--- src/rtl/button_input.sv ---
// Stopwatch input front end: two-flop synchronizer and debouncer per raw input,
// press pulses for the two buttons, and the run/pause state register.
module button_input #(
  parameter int DEBOUNCE_CYCLES = 500000
) (
  input  logic clk,
  input  logic rst_n,
  input  logic btn_pause,
  input  logic btn_rst,
  input  logic sw_adj,
  input  logic sw_sel,
  output logic paused,
  output logic clear,
  output logic pause_pulse,
  output logic adj,
  output logic sel
);

  localparam int CNT_W = $clog2(DEBOUNCE_CYCLES);
  localparam logic [CNT_W-1:0] CNT_MAX = CNT_W'(DEBOUNCE_CYCLES - 1);

  // Channel order: 0 = btn_pause, 1 = btn_rst, 2 = sw_adj, 3 = sw_sel.
  logic [3:0] raw;
  logic [1:0] rise;
  logic [1:0] level;

  assign raw = {sw_sel, sw_adj, btn_rst, btn_pause};

  generate
    for (genvar gi = 0; gi < 4; gi++) begin : g_ch
      logic             s1_q;
      logic             s2_q;
      logic             stable_q;
      logic             stable_d;
      logic [CNT_W-1:0] cnt_q;
      logic [CNT_W-1:0] cnt_d;

      // Any cycle where s2 agrees with the stable value restarts the count.
      always_comb begin
        stable_d = stable_q;
        cnt_d    = '0;
        if (s2_q != stable_q) begin
          if (cnt_q == CNT_MAX) begin
            stable_d = s2_q;
          end else begin
            cnt_d = cnt_q + 1'b1;
          end
        end
      end

      always_ff @(posedge clk or negedge rst_n) begin
        if (!rst_n) begin
          s1_q     <= 1'b0;
          s2_q     <= 1'b0;
          stable_q <= 1'b0;
          cnt_q    <= '0;
        end else begin
          s1_q     <= raw[gi];
          s2_q     <= s1_q;
          stable_q <= stable_d;
          cnt_q    <= cnt_d;
        end
      end

      if (gi < 2) begin : g_btn
        assign rise[gi] = ~stable_q & stable_d;
      end else begin : g_sw
        assign level[gi-2] = stable_q;
      end
    end
  endgenerate

  logic paused_q;
  logic paused_d;
  logic clear_q;
  logic clear_d;
  logic pause_pulse_q;
  logic pause_pulse_d;

  // Pulses register in the same edge the stable value rises; clear beats toggle.
  always_comb begin
    clear_d       = rise[1];
    pause_pulse_d = rise[0];
    paused_d      = paused_q;
    if (rise[1]) begin
      paused_d = 1'b0;
    end else if (rise[0]) begin
      paused_d = ~paused_q;
    end
  end

  always_ff @(posedge clk or negedge rst_n) begin
    if (!rst_n) begin
      paused_q      <= 1'b0;
      clear_q       <= 1'b0;
      pause_pulse_q <= 1'b0;
    end else begin
      paused_q      <= paused_d;
      clear_q       <= clear_d;
      pause_pulse_q <= pause_pulse_d;
    end
  end

  assign paused      = paused_q;
  assign clear       = clear_q;
  assign pause_pulse = pause_pulse_q;
  assign adj         = level[0];
  assign sel         = level[1];

endmodule

--- config.mk ---
export PLATFORM = sky130hd
export DESIGN_NAME = button_input
export DESIGN_NICKNAME = d
export VERILOG_FILES = /design/src/rtl/button_input.sv
export SDC_FILE = /design/constraint.sdc
export NUM_CORES = 1
export LEC_CHECK = 0
export ABC_AREA = 1
export BUFFER_PORTS_ARGS = -buffer_cell sky130_fd_sc_hd__buf_2
export CAP_MARGIN = 15
export CORE_UTILIZATION = 41
export DETAILED_ROUTE_END_ITERATION = 8
export PLACE_DENSITY_LB_ADDON = 0.3
export SLEW_MARGIN = 20
export SYNTH_ARGS = -nofsm -noshare
export SYNTH_HDL_FRONTEND = slang
export SYNTH_SLANG_ARGS = --single-unit
--- constraint.sdc ---
create_clock -name clk -period 2.2 [get_ports clk]
set_clock_uncertainty 0.05 [all_clocks]
set_input_delay 0.33 -clock clk [delete_from_list [all_inputs] [get_ports clk]]
set_output_delay 0.33 -clock clk [all_outputs]
set_load 0.02 [all_outputs]
* Yosys cells after proc, flatten, opt, wreduce, memory -nomap -nowiden
Cells that the tools add are included.
** Word-level totals
- Flip-flop bits (word level) :: 91
- Latch bits :: 0
- Memory bits (writable) :: 0
- ROM bits :: 0
- Bits of input ports :: 6
- Output and inout port bits :: 5
- Logic and storage cells :: 53
- Memories kept :: 0
** Operators by class
- Add/subtract/negate cells :: 4
- Multipliers :: 0
- Div/mod/pow operators :: 0
- Magnitude comparators :: 0
- Equal/unequal tests :: 8
- Shift operators :: 0
- Muxes and demuxes :: 14
- Bitwise gates (word level) :: 5
- Reductions and logical operators :: 3
** Operators by type and width (number)
- $mux 19 :: 8
- $add 19x1->19 const B :: 4
- $eq 19x19->1 const B :: 4
- $mux 1 :: 6
- $ne 1x1->1 :: 4
- $reduce_and 2->1 :: 2
- $not 1->1 :: 3
- $and 1x1->1 :: 2
- $reduce_bool 2->1 :: 1

* Depth between registers and ports, before layout
- Depth in word-level cells :: 6
- Mapped depth :: 10
- Gate-level depth less buffers :: 10

* Worst setup path after synthesis
OpenSTA, ideal clock, no wires.
- Path kind :: register -> register
- From :: register g_ch[0].cnt_q[0]
- To :: register g_ch[0].cnt_q[18]
- Library setup time :: 0.122 ns
- Data arrival time :: 1.319 ns
- Required time :: 2.028 ns
- Slack :: 0.709 ns
- Stages on the path, launching flop included :: 11
- Path buffers :: 0
- Clock period less this slack :: 1.491 ns
- Cells stage by stage :: dfrtp_1 -> ha_1 -> nand3_2 -> inv_2 -> nand2_1 -> nor2_4 -> nand2_2 -> nand2_4 -> inv_2 -> nand2_1 -> nor2_1
** On the way
- Longest elaborated chain between the ends :: 3
- Elaborated cells between the ends (all ways) :: 4
- Those cells by class :: add/sub: 1; eq/ne: 1; mux: 2
** Ends and longest elaborated chain
- start: declaration :: RTL line 35 : logic [CNT_W-1:0] cnt_q;
- start signal: assignment :: RTL line 61 : cnt_q <= cnt_d;
- $add 19x1->19 / $eq 19x19->1 (equally long branches) :: RTL line 46, 43
- $mux 19 (*) :: RTL line 43 : if (cnt_q == CNT_MAX) begin
- $mux 19 (*) :: RTL line 42 : if (s2_q != stable_q) begin
- net g_ch[0].cnt_d[18] :: RTL line 36 : logic [CNT_W-1:0] cnt_d;
Mark *: on every way through the listed nets, which the timed path passes. The rest lies on a longest branch.
A chain may end at the register's enable or synchronous reset.

* Final worst setup path
- From :: register g_ch[2].cnt_q[0]
- To :: register g_ch[2].cnt_q[13]
** On the way
- Longest elaborated chain between the ends :: 3
- Elaborated cells between the ends (all ways) :: 4
- Those cells by class :: add/sub: 1; eq/ne: 1; mux: 2
** Ends and longest elaborated chain (RTL line)
- start: declaration :: 35
- start signal: assignment :: 61
- $add 19x1->19 / $eq 19x19->1 (equally long branches) :: 46, 43
- $mux 19 (*) :: 43
- $mux 19 (*) :: 42
- net g_ch[2].cnt_d[13] :: 36
Marks and branches as above.

==> impl_metrics.csv <==
group,metric,value,unit
logic_synthesis,yosys_warnings,0,
cts,numCtsBuffers,9,
cts,clock-sinks,91,
detailed_routing,wirelength,10770,microns
finish,finalNetCount,705,
detailed_routing,ant_nets,0,
finish,drive_above_1_share,9.026,%
placed_design,pre_cts_ws,0.4915,ns
timing,rsz0062_at_grt,"no",
placed_design,post-dp-hpwl,7979,microns
finish,n_antenna_cell,0,
finish,final_cell_area,5577,sq um
global_routing,grt_pass1_vias,4268,
logic_synthesis,synthDominantCellAreaShare,45.33,%
setup_path,crit_start,"g_ch[2].cnt_q[0]",
timing,fin_crit_sh,77.43,%
logic_synthesis,synth-seq-cells,91,
placed_design,port_buffers,10,
die,num_rows,40,
cts,clk_path_buf_depth,2,
timing,maxSlewViolCount,0,
hold_path,worstHoldStart,"sw_sel",
logic_synthesis,netlist_instances,673,
setup_path,crit_arrival,1.89,ns
hold_path,worstHoldEndpoint,"g_ch[3].s1_q",
cts,clkSlewWorstSetupHoldPaths,0.06,ns
power,p_leak,2.215,nW
logic_synthesis,synth_area,5024,sq um
detailed_routing,drcViolationCount,0,
global_routing,grt_usage,18.74,%
finish,fillers,1179,
detailed_routing,dr_total_vias,4294,
setup_path,path_class,"flip-flop to flip-flop",
die,die_height,112.7,microns
setup_path,worst_setup_path_end_kind,"flip-flop",
global_routing,grt_pass1_wl,19040,microns
timing,fin_crit,1.703,ns
logic_synthesis,yosysTopAreaCell,"dfrtp_1",
power,power_density,601.0,nW/um^2
logic_synthesis,ys_types,30,
cts,cts_setup_buffers,0,
placed_design,place_congestion,0.9614,
cts,clk_root_buffer_cell,"clkbuf_16",
placed_design,dpl-instance-area,5284,sq um
detailed_routing,vias_per_cell,5.082,
detailed_routing,wire_per_inst,12.74,microns
finish,syn_to_final_growth,11.01,%
timing,final_hold_viol_count,0,
timing,worstMarginPinSlew,0.4092,ns
setup_path,r2r.worst_path.cells,8,
setup_path,worst-path-max-fanout,7,
cts,clkLatencyLatePin,0.35,ns
hold_path,min_path_cells,1,
setup_path,rr_startpoint,"g_ch[2].cnt_q[0]",
setup_path,crit_required,2.38,ns
global_routing,grt-ovfl-total,0,
die,io_pins,11,
setup_path,setup.worst_path.start_class,"flip-flop",
die,dieArea,12700,sq um
timing,fin_setup_tns,0,ns
die,initial_utilization,42.00,%
run_status,status,"completed",
hold_path,min_path_type,"input pin to flip-flop",
die,die_w,112.7,microns
finish,final_cell_count_no_fill,845,
logic_synthesis,syn-num-nets,683,
cts,cts_max_level,3,
timing,fmax,587.0,MHz
detailed_routing,drt_iter0_markers,269,
setup_path,r2r_end,"g_ch[2].cnt_q[13]",
logic_synthesis,avgSynthCellArea,7.464,sq um
timing,setup_ws,0.4965,ns
cts,cts_tree,"built",
global_routing,antenna_found_initial,0,
power,totalPowerFinal,3.352,mW
power,max-vdd-ir-drop,0.0004103,V
finish,final_common_cell,"nor2_1",
global_routing,grt_max_degree,46,
finish,final_cell_mix,"178 x nor2_1, 152 x nand2_1, 91 x dfrtp_1",
die,core-area,11960,sq um
logic_synthesis,synth.area.top_cells,"dfrtp_1 45%, nor2_1 13%, nand2_1 11%",
logic_synthesis,yosysSeqAreaShare,45.33,%
placed_design,numPlacedInstances,830,
timing,slew_headroom,72.62,%
run,cap_violations,0,
setup_path,ff2ff_setup_slack,0.50,ns
detailed_routing,drt_first_pass_iters,5,
timing,setup_violations,0,
[final cells by class]
class                   instances  area (sq um)  area share (%)
flip-flops and latches         91          2277           40.83
clock buffers                  11         242.7           4.353
well taps                     147         183.9           3.298
multi-input cells             516          2499           44.81
clock inverters                 3         40.04          0.7180
repair buffers                 14         97.59           1.750
inverters                      63         236.5           4.241
[flip-flops by register name, summed over array words and instances (netlist names)]
name,count
adj,1
g_ch.s1_q,4
pause_pulse,1
g_ch.cnt_q,76
g_ch.stable_q,2
g_ch.s2_q,4
clear,1
paused,1
sel,1
[report_power, final]
part | switching [mW] | total, mW | internal [mW] | leakage (nW)
sequential | 0.0244 | 1.72 | 1.70 | 1.24
combinational | 0.0817 | 0.117 | 0.0350 | 0.831
clock | 0.617 | 1.51 | 0.895 | 0.141
total | 0.723 | 3.35 | 2.63 | 2.22
[what timing repair did]
item | CTS | global route
hold buffers | 1 | 0
hold endpoints to repair | 18 | 0
gates resized for setup | 0 | 0
endpoints found under the setup margin | 0 | 0
[cell usage after synthesis]
cell and count:
nor2_2 10, nor3_4 1, clkinv_1 2, nand3b_1 5, nand3_2 3, inv_1 55, nor3b_2 1, xor2_1 29
or2_2 1, nand2_2 6, o21ai_0 3, a21oi_1 13, clkbuf_1 3, nor3_1 16, xnor2_1 9, nor2_4 3
nand3_1 47, inv_2 6, a31oi_1 1, nor3_2 5, nor2_1 178, dfrtp_1 91, o21ai_1 1, and2_1 2
nand2_4 1, nand4_1 22, ha_1 4, nor3b_1 1, o21bai_1 2, nand2_1 152
[worst max-delay path by stage]
stage | to | slack (ns) | cells past startpoint
floorplan | g_ch[0].cnt_q[18] | 0.71 | 10
global placement | g_ch[2].cnt_q[13] | 0.54 | 8
detailed placement | g_ch[2].cnt_q[13] | 0.49 | 8
CTS | g_ch[2].cnt_q[13] | 0.49 | 8
global route | g_ch[2].cnt_q[13] | 0.28 | 8
finish | g_ch[2].cnt_q[13] | 0.50 | 8
[cells by family after synthesis]
kind of cell	after synthesis	synth area share, %
AO/OA/AOI/OAI	20	2.117
XOR/XNOR	38	6.625
adder cells (fa/ha/maj)	4	0.9963
buffers and inverters	66	4.932
flip-flops	91	45.33
AND/OR/NAND/NOR	454	40.00
[metal layers]
metal / GRT usage (%) / wire length (microns)
met4: 7.822 / 209
met5: 0 / 0
met3: 4.713 / 479
met1: 24.05 / 5067
met2: 30.25 / 5012
[per-stage QoR]
stage | util, % | hold slack, ns
2_1_floorplan | - | -0.01559
3_3_place_gp | 44.17 | 0.1786
3_5_place_dp | 44.17 | 0.1777
4_1_cts | 46.62 | 0.02451
5_1_grt | 46.62 | 0.01846
6_report | 46.62 | 0.03633
[critical path, cell delays in order, from the launching register on]
cell,delay (ns)
dfrtp_1,0.43
ha_1,0.29
nand2_1,0.10
nor2_1,0.17
inv_1,0.09
nor3_2,0.15
nand2_1,0.11
nand2_2,0.14
nor3_1,0.06
No activity file was read; power rests on OpenSTA's default activity.
